$ cat src/rtl/alu_pkg.sv
// Shared ALU definitions: widths, opcode map and opcode legality check.
package alu_pkg;

  localparam int unsigned DATA_WIDTH = 64;
  localparam logic [3:0]  OP_MAX     = 4'b1000;
  localparam int unsigned FLAG_WIDTH = 5;

  typedef enum logic [3:0] {
    AluAddSub = 4'd0,
    AluSll    = 4'd1,
    AluSlt    = 4'd2,
    AluSltu   = 4'd3,
    AluXor    = 4'd4,
    AluSrx    = 4'd5,
    AluOr     = 4'd6,
    AluAnd    = 4'd7,
    AluInt2Fp = 4'd8
  } alu_op_e;

  // Opcodes above the highest legal one are still issued but flagged.
  function automatic logic is_illegal(input logic [3:0] op, input logic [3:0] op_max);
    return op > op_max;
  endfunction

endpackage

$ cat src/rtl/alu_rr_pick.sv
// Two-way round-robin pick: one-hot grant plus the priority pointer for next cycle.
module alu_rr_pick (
  input  logic [1:0] valid_i,
  input  logic       prio_i,
  input  logic       enable_i,
  output logic [1:0] grant_o,
  output logic       prio_o
);

  // Grant the sole requester, or the prioritised one on contention; pointer flips past winner.
  always_comb begin
    grant_o = 2'b00;
    prio_o  = prio_i;
    if (enable_i) begin
      if (valid_i == 2'b11) begin
        grant_o = prio_i ? 2'b10 : 2'b01;
      end else begin
        grant_o = valid_i;
      end
    end
    if (grant_o[0]) begin
      prio_o = 1'b1;
    end else if (grant_o[1]) begin
      prio_o = 1'b0;
    end
  end

endmodule

$ cat src/rtl/alu_issue_arb.sv
// Two-requester issue arbiter in front of a shared combinational ALU.
// S1 holds the operands driving the ALU, S2 registers the ALU result as the response.
module alu_issue_arb #(
  parameter int unsigned DATA_WIDTH = alu_pkg::DATA_WIDTH,
  parameter logic [3:0]  OP_MAX     = alu_pkg::OP_MAX
) (
  input  logic                            in_clk,
  input  logic                            in_rst,
  input  logic                            in_req_valid_0,
  output logic                            out_req_ready_0,
  input  logic [DATA_WIDTH-1:0]           in_rs1_0,
  input  logic [DATA_WIDTH-1:0]           in_rs2_0,
  input  logic [3:0]                      in_op_0,
  input  logic [1:0]                      in_fmt_0,
  input  logic                            in_output_fmt_0,
  input  logic                            in_sub_ctrl_0,
  input  logic                            in_req_valid_1,
  output logic                            out_req_ready_1,
  input  logic [DATA_WIDTH-1:0]           in_rs1_1,
  input  logic [DATA_WIDTH-1:0]           in_rs2_1,
  input  logic [3:0]                      in_op_1,
  input  logic [1:0]                      in_fmt_1,
  input  logic                            in_output_fmt_1,
  input  logic                            in_sub_ctrl_1,
  output logic [DATA_WIDTH-1:0]           out_alu_rs1,
  output logic [DATA_WIDTH-1:0]           out_alu_rs2,
  output logic [3:0]                      out_alu_op,
  output logic [1:0]                      out_alu_fmt,
  output logic                            out_alu_output_fmt,
  output logic                            out_alu_sub_ctrl,
  input  logic [DATA_WIDTH-1:0]           in_alu_data,
  input  logic [alu_pkg::FLAG_WIDTH-1:0]  in_alu_flag,
  output logic                            out_rsp_valid,
  input  logic                            in_rsp_ready,
  output logic                            out_rsp_id,
  output logic [DATA_WIDTH-1:0]           out_rsp_data,
  output logic [alu_pkg::FLAG_WIDTH-1:0]  out_rsp_flag,
  output logic                            out_rsp_illegal
);

  import alu_pkg::*;

  logic       s2_free;
  logic       s1_adv;
  logic       s1_en;
  logic [1:0] grant;
  logic       prio_q, prio_d;
  logic       s1_valid_q, s1_valid_d;
  logic       s1_id_q;
  logic       rsp_valid_d;

  // Pipeline flow control; reset forces the request side closed immediately.
  always_comb begin
    s2_free = !out_rsp_valid || in_rsp_ready;
    s1_adv  = s1_valid_q && s2_free;
    s1_en   = (!s1_valid_q || s2_free) && !in_rst;
  end

  alu_rr_pick u_pick (
    .valid_i  ({in_req_valid_1, in_req_valid_0}),
    .prio_i   (prio_q),
    .enable_i (s1_en),
    .grant_o  (grant),
    .prio_o   (prio_d)
  );

  assign out_req_ready_0 = grant[0];
  assign out_req_ready_1 = grant[1];

  // Stage occupancy: a new accept refills S1, otherwise advancing empties it.
  always_comb begin
    s1_valid_d = s1_valid_q;
    if (|grant) begin
      s1_valid_d = 1'b1;
    end else if (s1_adv) begin
      s1_valid_d = 1'b0;
    end
    rsp_valid_d = out_rsp_valid;
    if (s1_adv) begin
      rsp_valid_d = 1'b1;
    end else if (in_rsp_ready) begin
      rsp_valid_d = 1'b0;
    end
  end

  // S1: operand register for the granted requester; holds contents when not loading.
  always_ff @(posedge in_clk or posedge in_rst) begin
    if (in_rst) begin
      s1_valid_q         <= 1'b0;
      s1_id_q            <= 1'b0;
      prio_q             <= 1'b0;
      out_alu_rs1        <= '0;
      out_alu_rs2        <= '0;
      out_alu_op         <= '0;
      out_alu_fmt        <= '0;
      out_alu_output_fmt <= 1'b0;
      out_alu_sub_ctrl   <= 1'b0;
    end else begin
      s1_valid_q <= s1_valid_d;
      prio_q     <= prio_d;
      if (|grant) begin
        s1_id_q            <= grant[1];
        out_alu_rs1        <= grant[1] ? in_rs1_1        : in_rs1_0;
        out_alu_rs2        <= grant[1] ? in_rs2_1        : in_rs2_0;
        out_alu_op         <= grant[1] ? in_op_1         : in_op_0;
        out_alu_fmt        <= grant[1] ? in_fmt_1        : in_fmt_0;
        out_alu_output_fmt <= grant[1] ? in_output_fmt_1 : in_output_fmt_0;
        out_alu_sub_ctrl   <= grant[1] ? in_sub_ctrl_1   : in_sub_ctrl_0;
      end
    end
  end

  // S2: captures the ALU result of S1; frozen while the response is stalled.
  always_ff @(posedge in_clk or posedge in_rst) begin
    if (in_rst) begin
      out_rsp_valid   <= 1'b0;
      out_rsp_id      <= 1'b0;
      out_rsp_data    <= '0;
      out_rsp_flag    <= '0;
      out_rsp_illegal <= 1'b0;
    end else begin
      out_rsp_valid <= rsp_valid_d;
      if (s1_adv) begin
        out_rsp_id      <= s1_id_q;
        out_rsp_data    <= in_alu_data;
        out_rsp_flag    <= in_alu_flag;
        out_rsp_illegal <= is_illegal(out_alu_op, OP_MAX);
      end
    end
  end

endmodule

$ cat config.mk
export PLATFORM = sky130hd
export DESIGN_NAME = alu_issue_arb
export DESIGN_NICKNAME = d
export VERILOG_FILES = /design/src/rtl/alu_pkg.sv /design/src/rtl/alu_rr_pick.sv /design/src/rtl/alu_issue_arb.sv
export SDC_FILE = /design/constraint.sdc
export NUM_CORES = 1
export LEC_CHECK = 0
export ABC_AREA = 1
export CORE_AREA = 2 2 216 218
export CTS_CLUSTER_DIAMETER = 100
export DETAILED_ROUTE_END_ITERATION = 7
export DIE_AREA = 0 0 218 220
export PLACE_DENSITY = 0.52
export SETUP_SLACK_MARGIN = 0.15
export SLEW_MARGIN = 20
export SYNTH_ARGS = -nofsm -noshare
export SYNTH_HDL_FRONTEND = slang
export SYNTH_SLANG_ARGS = --single-unit
$ cat constraint.sdc
create_clock -name in_clk -period 7.9 [get_ports in_clk]
set_clock_uncertainty 0.2 [all_clocks]
set_input_delay 1.975 -clock in_clk [delete_from_list [all_inputs] [get_ports in_clk]]
set_output_delay 1.975 -clock in_clk [all_outputs]
set_load 0.05 [all_outputs]
# After elaboration in Yosys (flattened, before gate mapping)
# Index checks and enable logic that the tools add are counted.
[word_totals] reg_bits=211 input_bits=346 output_inout_bits=210 wordCells=42
[classes] n_lt_le_gt_ge=1 eq_ne=1 muxes=15 reduce_logical=11
[ops] op="64-bit two-way mux" count=2
[ops] op="1-bit two-way mux" count=8
[ops] op="2-bit two-way mux" count=4
[ops] op="2-bit nonzero test" count=3
[ops] op="4-bit > comparator, second input constant" count=1
[ops] op="4-bit two-way mux" count=1
[ops] op="1-bit logical NOT" count=3
[ops] op="2-bit equality test, second input constant" count=1
[ops] op="1-bit logical AND" count=2
[ops] op="1-bit logical OR" count=2
[ops] op="2-bit OR reduction" count=1

# Longest topological paths before layout
# Gate-level depths: netlist (run 1).
[depth] ltp_word=7 ltp_mapped=9

# By module
# Synthesis (run 1) repeated with hierarchy kept, for this count alone.
[hier_totals] cells_unflattened=1054 area_unflattened_um2=8772.2
[modules_own_cells] mod="alu_issue_arb" instances=1 cells_per_inst=1044 area_per_inst_um2=8733.4 seq_area_each_um2=5280.1
[modules_own_cells] mod="alu_rr_pick" instances=1 cells_per_inst=10 area_per_inst_um2=38.8 seq_area_each_um2=0.0

# Worst setup path after synthesis (run 1)
# Ideal clock, no wire load.
[synth_timing] path_kind="input to register" start="input in_rst" end="register out_alu_fmt[0]" setup_ps=123 t_arrival_ps=5436 t_required_ps=7577 path_slack_ps=2141 stages=6 path_buffers=2 cell_sequence="inv_1 > buf_2 > buf_2 > nand4_1 > nand3_1 > nand2_1"
[synth_between] elab_chain_cells=4 elab_cells_between_ends=5
[synth_lines] element="start, declared" line_no="alu_issue_arb.sv:8" source="input logic in_rst,"
[synth_lines] element="1-bit logical NOT (no source line) *"
[synth_lines] element="1-bit logical AND *" line_no="alu_issue_arb.sv:56" source="s1_en = (!s1_valid_q || s2_free) && !in_rst;"
[synth_lines] element="2-bit two-way mux *" line_no="alu_rr_pick.sv:14" source="if (enable_i) begin"
[synth_lines] element="2-bit two-way mux or 2-bit OR reduction (tied branches)" line_no="alu_issue_arb.sv:106, alu_issue_arb.sv:101"
[synth_lines] element="end signal, assigned" line_no="alu_issue_arb.sv:106" source="out_alu_fmt <= grant[1] ? in_fmt_1 : in_fmt_0;"
[synth_lines] element="end, declared" line_no="alu_issue_arb.sv:28" source="output logic [1:0] out_alu_fmt,"
# Mark *: on every way between the ends. The rest lies on a longest branch, timed or not.
# A chain may end at the register's enable or synchronous reset.

# Final worst setup path (run 1)
[layout_timing] start="input in_rst" end="output out_req_ready_1"
[layout_between] elab_chain_cells=3
[layout_lines] element="1-bit logical NOT (no source line)"
[layout_lines] element="1-bit logical AND" line_no="alu_issue_arb.sv:56"
[layout_lines] element="2-bit two-way mux" line_no="alu_rr_pick.sv:14"
[layout_lines] element="end, declared" line_no="alu_issue_arb.sv:18" source="output logic out_req_ready_1,"
# Every way passes these cells.

==> impl_metrics.json, run 1 <==
{
  "setup_violations": 0,
  "slew_headroom_pct": 26.3,
  "muxShareOfSynthArea_pct": 0,
  "ant_nets": 0,
  "worst_hold_slack_ns": 0.278,
  "cts.htree.levels": 1,
  "pre_cts_ws_ns": 1.65,
  "initial_core_util_pct": 24.1,
  "drv_slew": 0,
  "wl_per_cell_um": 17.4,
  "via_count": 11800,
  "grt_pass1_wl_mm": 69.1,
  "synth-simple-area-share_pct": 37.1,
  "rsz0062_at_grt": "false",
  "synth_top_area_share_pct": 47.8,
  "internal_power_mw": 3.08,
  "crit_buf_inv": 4,
  "whs_path_depth": 2,
  "path_cells": "clkdlybuf4s50_1 -> inv_8 -> nand3_4 -> inv_1 -> clkdlybuf4s50_1",
  "clk_latency_ns": 0.54,
  "status": "completed",
  "finalSetupTns_ns": 0,
  "num_rows": 79,
  "p_comb_share_pct": 49.0,
  "ctsHoldBuffers": 0,
  "max_stage_delay_ns": 0.81,
  "synthTopCellsByArea": "dfrtp_1 48%, nand2_1 17%, nand3_1 12%, inv_1 9.5%, nand4_1 7.8%",
  "post_cts_resized": 0,
  "mostFrequentLayoutCell": "clkdlybuf4s50_1",
  "power_density_nw_per_um2": 314,
  "cp-endpoint": "out_req_ready_1",
  "die_area_sq_um": 48000,
  "synth_warnings": 0,
  "critical-path-slowest-cell": "clkdlybuf4s50_1",
  "drt-pass1-iter-count": 4,
  "grt_usage_pct": 18.2,
  "grt-ovfl-total": 0,
  "fin_total_pwr_mw": 5.60,
  "end_kind": "output pin",
  "reg2regPathDepth": 7,
  "p_leak_nw": 9.10,
  "dr.first_iter.drc_count": 768,
  "io_buffers": 555,
  "antenna_found_initial": 3,
  "yosysTopAreaCell": "dfrtp_1",
  "yosysSeqAreaShare_pct": 47.8,
  "cts_root_buf": "clkbuf_16",
  "synth_top_family_by_area": "simple AND/OR/NAND/NOR gates",
  "cts.clk_slew.worst_paths_ns": 0.06,
  "fin_crit_sh_pct": 78.2,
  "rrSetupSlack_ns": 4.48,
  "mostFrequentLayoutCells": "554 x clkdlybuf4s50_1, 488 x nand2_1, 278 x inv_1, 273 x nand3_1, 211 x dfrtp_1",
  "synth_cell_types": 16,
  "critPathKind": "in2out",
  "finalCriticalPeriod_ns": 6.18,
  "finalHoldViolations": 0,
  "cp_max_fo": 102,
  "cts_buffers": 26,
  "syn_to_final_growth_pct": 61.5,
  "switching_share_pct": 45.0,
  "coreArea_sq_um": 45900,
  "cts_tree": "built",
  "synth_area_per_cell_sq_um": 7.27,
  "die_height_um": 220,
  "worstPathRequired_ns": 5.73,
  "viasPerCell": 4.51,
  "crit_path_frequent_cell": "clkdlybuf4s50_1",
  "final_core_util_pct": 38.9,
  "drv_cap": 0,
  "critical-path-top-delay-family": "buffers and inverters",
  "regToRegStartpoint": "out_rsp_valid",
  "cp.depth": 5,
  "postSynthCellCount": 1520,
  "synth_area_sq_um": 11100,
  "synth_xor_area_share_pct": 0,
  "critPathLaunch": "in_rst",
  "dp_hpwl_mm": 30.8,
  "setup_ws_ns": 1.72,
  "power_switching_mw": 2.52,
  "pwr-share-clk_pct": 22.5,
  "fmax_ghz": 0.162,
  "synth-compound-area-share_pct": 0.294,
  "drive_gt1_share_pct": 3.23,
  "synth_seq_cells": 211,
  "nets": 2343,
  "r2r-end": "out_alu_rs1[41]",
  "power_frac_seq_pct": 28.5,
  "clockBufferDepth": 3,
  "routed_wl_mm": 45.5,
  "worst_pin_slew_ns": 1.10,
  "cp.arrival_ns": 4.00,
  "grt_pass1_vias": 11700,
  "hold_class": "reg2reg",
  "synth-adder-area-share_pct": 0,
  "drc": 0,
  "syn_nets": 1866,
  "gp_congestion": 0.851,
  "ir_drop_uv": 203,
  "ios": 556,
  "grt_max_degree": 181,
  "cts.sinks": 211,
  "worst_setup_path_start_kind": "input port",
  "cts_setup_buffers": 0,
  "die_x_um": 218
}
-- worst reg2reg max path: cells and delay by family, from the launching register on --
family,cells,cell delay (ns)
buffers and inverters,2,1.47
AND/OR/NAND/NOR,5,1.23
flip-flops,1,0.42
-- power by group through the flow --
stage / clock [mW] / combinational (mW) / sequential, mW
2_1_floorplan: 0 / 0.556 / 2.73
3_3_place_gp: 0 / 2.76 / 1.60
3_5_place_dp: 0 / 2.77 / 1.60
4_1_cts: 1.31 / 2.77 / 1.60
5_1_grt: 1.35 / 2.90 / 1.64
6_report: 1.26 / 2.74 / 1.59
-- per-layer routing --
metal / GRT usage (%) / vias up / routed length [um]
li1: - / 5727 / -
met1: 22.4 / 5610 / 18700
met2: 30.6 / 412 / 21700
met3: 4.97 / 75 / 3700
met4: 6.49 / 0 / 1410
met5: 0 / - / 0
-- cell type report --
| class | count | area, sq um |
|---|---|---|
| clock inverter | 9 | 130 |
| timing repair buffer | 569 | 5690 |
| clock buffer | 35 | 766 |
| antenna | 3 | 7.51 |
| inverter | 280 | 1060 |
| multi-input combinational | 909 | 4160 |
| sequential | 211 | 5280 |
| fill | 4779 | 28000 |
| tap | 607 | 759 |
-- sequential cells by signal, indices dropped and copies added (netlist names), 2 cells and up --
register,cells
out_alu_fmt,2
out_alu_op,4
out_alu_rs1,64
out_alu_rs2,64
out_rsp_data,64
out_rsp_flag,5
-- synthesized netlist by cell type (all sizes together) --
cell type and number:
nand2 490, o31ai 1, clkinv 1, inv 279
buf 92, a21oi 1, o21ai 4, dfrtp 211
nand3 276, clkbuf 28, nand4 137
-- worst min path at each step --
stage,from,to,slack [ns]
after global placement,out_rsp_data[57],out_rsp_data[57],0.26
after CTS,out_rsp_data[49],out_rsp_data[49],0.28
after detailed placement,out_rsp_data[13],out_rsp_data[13],0.26
after floorplan,s1_id_q,out_rsp_id,0.30
final,out_rsp_data[35],out_rsp_data[35],0.28
after global routing,out_rsp_data[5],out_rsp_data[5],0.29
-- cell families (layout without fill, tap and decap cells) --
| kind of cell | Yosys count | count (layout) |
|---|---|---|
| buffers and inverters | 400 | 893 |
| and+or+nand+nor | 903 | 903 |
| DFF | 211 | 211 |
| AOI/OAI and AO/OA | 6 | 6 |
| other | 0 | 3 |
-- metrics by stage --
step           std cells  cell area (sq um)
6_report            2623              17800
3_3_place_gp        2576              16900
2_1_floorplan       1520              11100
4_1_cts             2620              17800
5_1_grt             2623              17800
3_5_place_dp        2576              16900
No activity file was read; power rests on OpenSTA's default activity.
==> run 2: changes to the inputs <==
--- a/config.mk
+++ b/config.mk
@@ -6,11 +6,11 @@
 export NUM_CORES = 1
 export LEC_CHECK = 0
 export ABC_AREA = 1
-export CORE_AREA = 2 2 216 218
+export CORE_AREA = 2 2 218 220
 export CTS_CLUSTER_DIAMETER = 100
 export DETAILED_ROUTE_END_ITERATION = 7
-export DIE_AREA = 0 0 218 220
-export PLACE_DENSITY = 0.52
+export DIE_AREA = 0 0 220 222
+export PLACE_DENSITY = 0.51
 export SETUP_SLACK_MARGIN = 0.15
 export SLEW_MARGIN = 20
 export SYNTH_ARGS = -nofsm -noshare
==> constraint.sdc (replaced) <==
create_clock -name in_clk -period 6 [get_ports in_clk]
set_clock_uncertainty 0.2 [all_clocks]
set_input_delay 1.5 -clock in_clk [delete_from_list [all_inputs] [get_ports in_clk]]
set_output_delay 1.5 -clock in_clk [all_outputs]
set_load 0.05 [all_outputs]
==> impl_metrics.json, run 2 (synthesized netlist as in run 1, its figures left out) <==
{
  "drc": 0,
  "fmax_ghz": 0.210,
  "hold_class": "reg2reg",
  "finalSetupTns_ns": 0,
  "drv_slew": 0,
  "cts_setup_buffers": 0,
  "cp_max_fo": 50,
  "drt-pass1-iter-count": 7,
  "nets": 2342,
  "cp-endpoint": "out_req_ready_1",
  "p_leak_nw": 9.14,
  "dr.first_iter.drc_count": 753,
  "die_height_um": 222,
  "die_x_um": 220,
  "drive_gt1_share_pct": 3.13,
  "mostFrequentLayoutCell": "clkdlybuf4s50_1",
  "grt_max_degree": 195,
  "cts_root_buf": "clkbuf_16",
  "setup_ws_ns": 1.24,
  "die_area_sq_um": 48800,
  "mostFrequentLayoutCells": "553 x clkdlybuf4s50_1, 488 x nand2_1, 278 x inv_1, 273 x nand3_1, 211 x dfrtp_1",
  "rrSetupSlack_ns": 2.76,
  "worstPathRequired_ns": 4.30,
  "io_buffers": 555,
  "post_cts_resized": 0,
  "slew_headroom_pct": 24.8,
  "syn_to_final_growth_pct": 62.4,
  "grt-ovfl-total": 0,
  "power_density_nw_per_um2": 416,
  "regToRegStartpoint": "prio_q",
  "cts.htree.levels": 1,
  "antenna_found_initial": 7,
  "wl_per_cell_um": 17.1,
  "ant_nets": 0,
  "r2r-end": "out_alu_rs2[50]",
  "initial_core_util_pct": 23.9,
  "dp.cells": 2574,
  "grt_usage_pct": 17.6,
  "ios": 556,
  "cts_tree": "built",
  "finalHoldViolations": 0,
  "worst_pin_slew_ns": 1.13,
  "final_cells": 2626,
  "cts_buffers": 27,
  "reg2regPathDepth": 8,
  "routed_wl_mm": 44.8,
  "rsz0062_at_grt": "false",
  "via_count": 11800,
  "ir_drop_uv": 265,
  "gp_congestion": 0.837,
  "grt_pass1_wl_mm": 68.1,
  "critPathKind": "in2out",
  "dp_hpwl_mm": 31.1,
  "coreArea_sq_um": 46300,
  "fin_total_pwr_mw": 7.47,
  "setup_violations": 0,
  "clockBufferDepth": 3,
  "cts.clk_slew.worst_paths_ns": 0.05,
  "clk_latency_ns": 0.53,
  "biggestRegsByFlops": "out_alu_rs1 x64, out_alu_rs2 x64, out_rsp_data x64",
  "num_rows": 79,
  "ctsHoldBuffers": 0,
  "end_kind": "output pin",
  "critPathLaunch": "in_req_valid_0",
  "grt_pass1_vias": 11700,
  "drv_cap": 0,
  "fin_crit_sh_pct": 79.4,
  "status": "completed",
  "worst_setup_path_start_kind": "input port",
  "cts.sinks": 211,
  "finalCriticalPeriod_ns": 4.76,
  "cp.arrival_ns": 3.06,
  "pre_cts_ws_ns": 1.15,
  "viasPerCell": 4.48
}
[run 2: cell count changes in the layout (fill, tap and decap cells not counted), sizes merged]
cell | previous run | this run
bufinv | 3 | 6
buf | 15 | 14
clkdlybuf4s50 | 554 | 553
clkinv | 5 | 4
clkbuf | 35 | 37
diode | 3 | 5
clkinvlp | 1 | 0
[run 2: power by group]
group	switching, mW	internal (mW)	total [mW]
registers	0.248	1.85	2.10
clock network	0.635	1.13	1.76
logic	2.42	1.19	3.60
[run 2: worst min-delay path by stage]
stage                startpoint                to  cells past startpoint
2_1_floorplan           s1_id_q        out_rsp_id                      2
5_1_grt         out_rsp_data[1]   out_rsp_data[1]                      2
3_3_place_gp   out_rsp_data[55]  out_rsp_data[55]                      2
3_5_place_dp    out_rsp_data[5]   out_rsp_data[5]                      2
6_report       out_rsp_data[31]  out_rsp_data[31]                      2
4_1_cts        out_rsp_data[35]  out_rsp_data[35]                      2
[run 2: per-stage QoR]
step / hold slack [ns] / instance area [sq um] / util, %
6_report: 0.275 / 17900 / 38.8
5_1_grt: 0.293 / 17900 / 38.8
4_1_cts: 0.279 / 17900 / 38.8
3_5_place_dp: 0.264 / 17000 / 36.7
3_3_place_gp: 0.261 / 17000 / 36.7
2_1_floorplan: 0.302 / 11100 / -
[run 2: area by class of cell]
class | instances | area, sq um
fill | 4827 | 28300
timing repair buffer | 567 | 5720
sequential | 211 | 5280
multi-input combinational | 909 | 4160
inverter | 280 | 1060
tap | 607 | 759
clock buffer | 37 | 753
clock inverter | 10 | 204
antenna | 5 | 12.5
[run 2: worst max-delay path, stage by stage]
cell and delay [ns]:
clkdlybuf4s50_1 0.55, nand3_2 0.14, nand2_4 0.45, nand3_4 0.11, inv_1 0.15, buf_12 0.15
[run 2: per-layer routing]
metal	share of wire [%]	global-route usage, %	vias up
li1	-	-	5725
met5	0.065	0	-
met2	48	29.7	469
met4	3.2	6.52	4
met3	8.9	4.81	71
met1	40	21.3	5504
==> run 3: changes to the inputs <==
==> constraint.sdc (replaced) <==
create_clock -name in_clk -period 4.5 [get_ports in_clk]
set_clock_uncertainty 0.2 [all_clocks]
set_input_delay 1.125 -clock in_clk [delete_from_list [all_inputs] [get_ports in_clk]]
set_output_delay 1.125 -clock in_clk [all_outputs]
set_load 0.05 [all_outputs]
==> impl_metrics.json, run 3 (synthesized netlist as in run 1, its figures left out) <==
{
  "die_x_um": 220,
  "mostFrequentLayoutCell": "clkdlybuf4s50_1",
  "viasPerCell": 4.51,
  "post_cts_resized": 0,
  "worst_setup_path_start_kind": "input port",
  "ant_nets": 0,
  "io_buffers": 555,
  "biggestRegsByFlops": "out_alu_rs1 x64, out_alu_rs2 x64, out_rsp_data x64",
  "grt_pass1_vias": 11800,
  "grt-ovfl-total": 0,
  "cts.clk_slew.worst_paths_ns": 0.05,
  "power_frac_seq_pct": 28.6,
  "power_density_nw_per_um2": 546,
  "p_leak_nw": 9.15,
  "cts_root_buf": "clkbuf_16",
  "die_height_um": 222,
  "drive_gt1_share_pct": 3.52,
  "syn_to_final_growth_pct": 62.4,
  "internal_power_mw": 5.36,
  "regToRegStartpoint": "out_rsp_valid",
  "finalHoldViolations": 0,
  "mostFrequentLayoutCells": "553 x clkdlybuf4s50_1, 488 x nand2_1, 278 x inv_1, 273 x nand3_1, 211 x dfrtp_1",
  "end_kind": "output pin",
  "grt_usage_pct": 17.9,
  "cts_setup_buffers": 0,
  "grt_pass1_wl_mm": 69.3,
  "die_area_sq_um": 48800,
  "via_count": 11900,
  "cts_tree": "built",
  "gp_congestion": 0.829,
  "dp_hpwl_mm": 31.1,
  "cts.sinks": 211,
  "nets": 2350,
  "grt_max_degree": 187,
  "ctsHoldBuffers": 0,
  "worst_pin_slew_ns": 1.02,
  "coreArea_sq_um": 46300,
  "hp-start": "out_rsp_data[50]",
  "critPathLaunch": "in_rst",
  "switching_share_pct": 45.3,
  "drv_slew": 0,
  "drv_cap": 0,
  "critPathKind": "in2out",
  "setup_ws_ns": 0.828,
  "regArea_sq_um": 5280,
  "dr.first_iter.drc_count": 830,
  "ir_drop_uv": 300,
  "setup_violations": 0,
  "worstPathRequired_ns": 3.17,
  "num_rows": 79,
  "slew_headroom_pct": 31.6,
  "drt-pass1-iter-count": 5,
  "cp.arrival_ns": 2.35,
  "status": "completed",
  "routed_wl_mm": 45.5,
  "multi_input_area_sq_um": 4160,
  "pre_cts_ws_ns": 0.814,
  "p_comb_share_pct": 49.4,
  "clk_latency_ns": 0.54,
  "finalSetupTns_ns": 0,
  "fillers": 4843,
  "fmax_ghz": 0.272,
  "cts.htree.levels": 1,
  "power_switching_mw": 4.43,
  "cts_buffers": 27,
  "worst_hold_slack_ns": 0.275,
  "finalCriticalPeriod_ns": 3.67,
  "wl_per_cell_um": 17.3,
  "initial_core_util_pct": 23.9,
  "ios": 556,
  "drc": 0,
  "clockBufferDepth": 3,
  "hold_class": "reg2reg",
  "cp_max_fo": 22,
  "antenna_found_initial": 5,
  "pwr-share-clk_pct": 22.0,
  "fin_crit_sh_pct": 81.6,
  "rsz0062_at_grt": "false"
}
-- run 3: cell types whose count changed in the layout (fill, tap and decap cells not counted), sizes merged --
cell,previous run,this run
clkinvlp,0,1
clkbuf,37,35
buf,14,22
diode,5,4
clkinv,4,6
bufinv,6,2
-- run 3: final cells by class --
class	count	area share [%]
Sequential cell	211	29.4
Timing Repair Buffer	575	32.4
Tap cell	607	4.23
Clock inverter	9	0.607
Clock buffer	35	4.21
Inverter	280	5.90
Antenna cell	4	0.0558
Multi-Input combinational cell	909	23.2
-- run 3: power by group through the flow --
| stage | registers [mW] | clock network (mW) | logic [mW] |
|---|---|---|---|
| 2_1_floorplan | 4.80 | 0 | 0.976 |
| 3_3_place_gp | 2.82 | 0 | 4.86 |
| 3_5_place_dp | 2.83 | 0 | 4.87 |
| 4_1_cts | 2.81 | 2.23 | 4.88 |
| 5_1_grt | 2.87 | 2.32 | 5.11 |
| 6_report | 2.80 | 2.15 | 4.83 |
-- run 3: worst paths after layout --
path | to | slack, ns | cells after the start
min in group asynchronous | prio_q | 0.72 | 2
setup reg to reg | out_alu_rs2[18] | 2.30 | 6
max in group asynchronous | out_alu_rs2[35] | 2.33 | 3
hold reg to reg | out_rsp_data[50] | 0.27 | 2
hold / removal | out_rsp_data[50] | 0.27 | 2
setup / recovery | out_req_ready_0 | 0.83 | 5
-- run 3: per-stage QoR --
| stage | total power, mW | std cells | utilization, % | instance area [sq um] |
|---|---|---|---|---|
| floorplan | 5.78 | 1520 | - | 11100 |
| global placement | 7.68 | 2582 | 36.9 | 17100 |
| detailed placement | 7.70 | 2582 | 36.9 | 17100 |
| CTS | 9.92 | 2626 | 38.8 | 17900 |
| global route | 10.3 | 2630 | 38.8 | 17900 |
| finish | 9.79 | 2630 | 38.8 | 17900 |
-- run 3: layer usage --
metal / track usage [%] / part of all wire [%]
met1: 21.7 / 40
met2: 29.9 / 47
met3: 4.80 / 8.9
met4: 6.99 / 3.4
met5: 0 / 0
-- run 3: critical path, stage by stage --
cell and delay (ns):
clkdlybuf4s50_1 0.49, inv_8 0.20, nand4_1 0.22, inv_1 0.16, buf_12 0.14
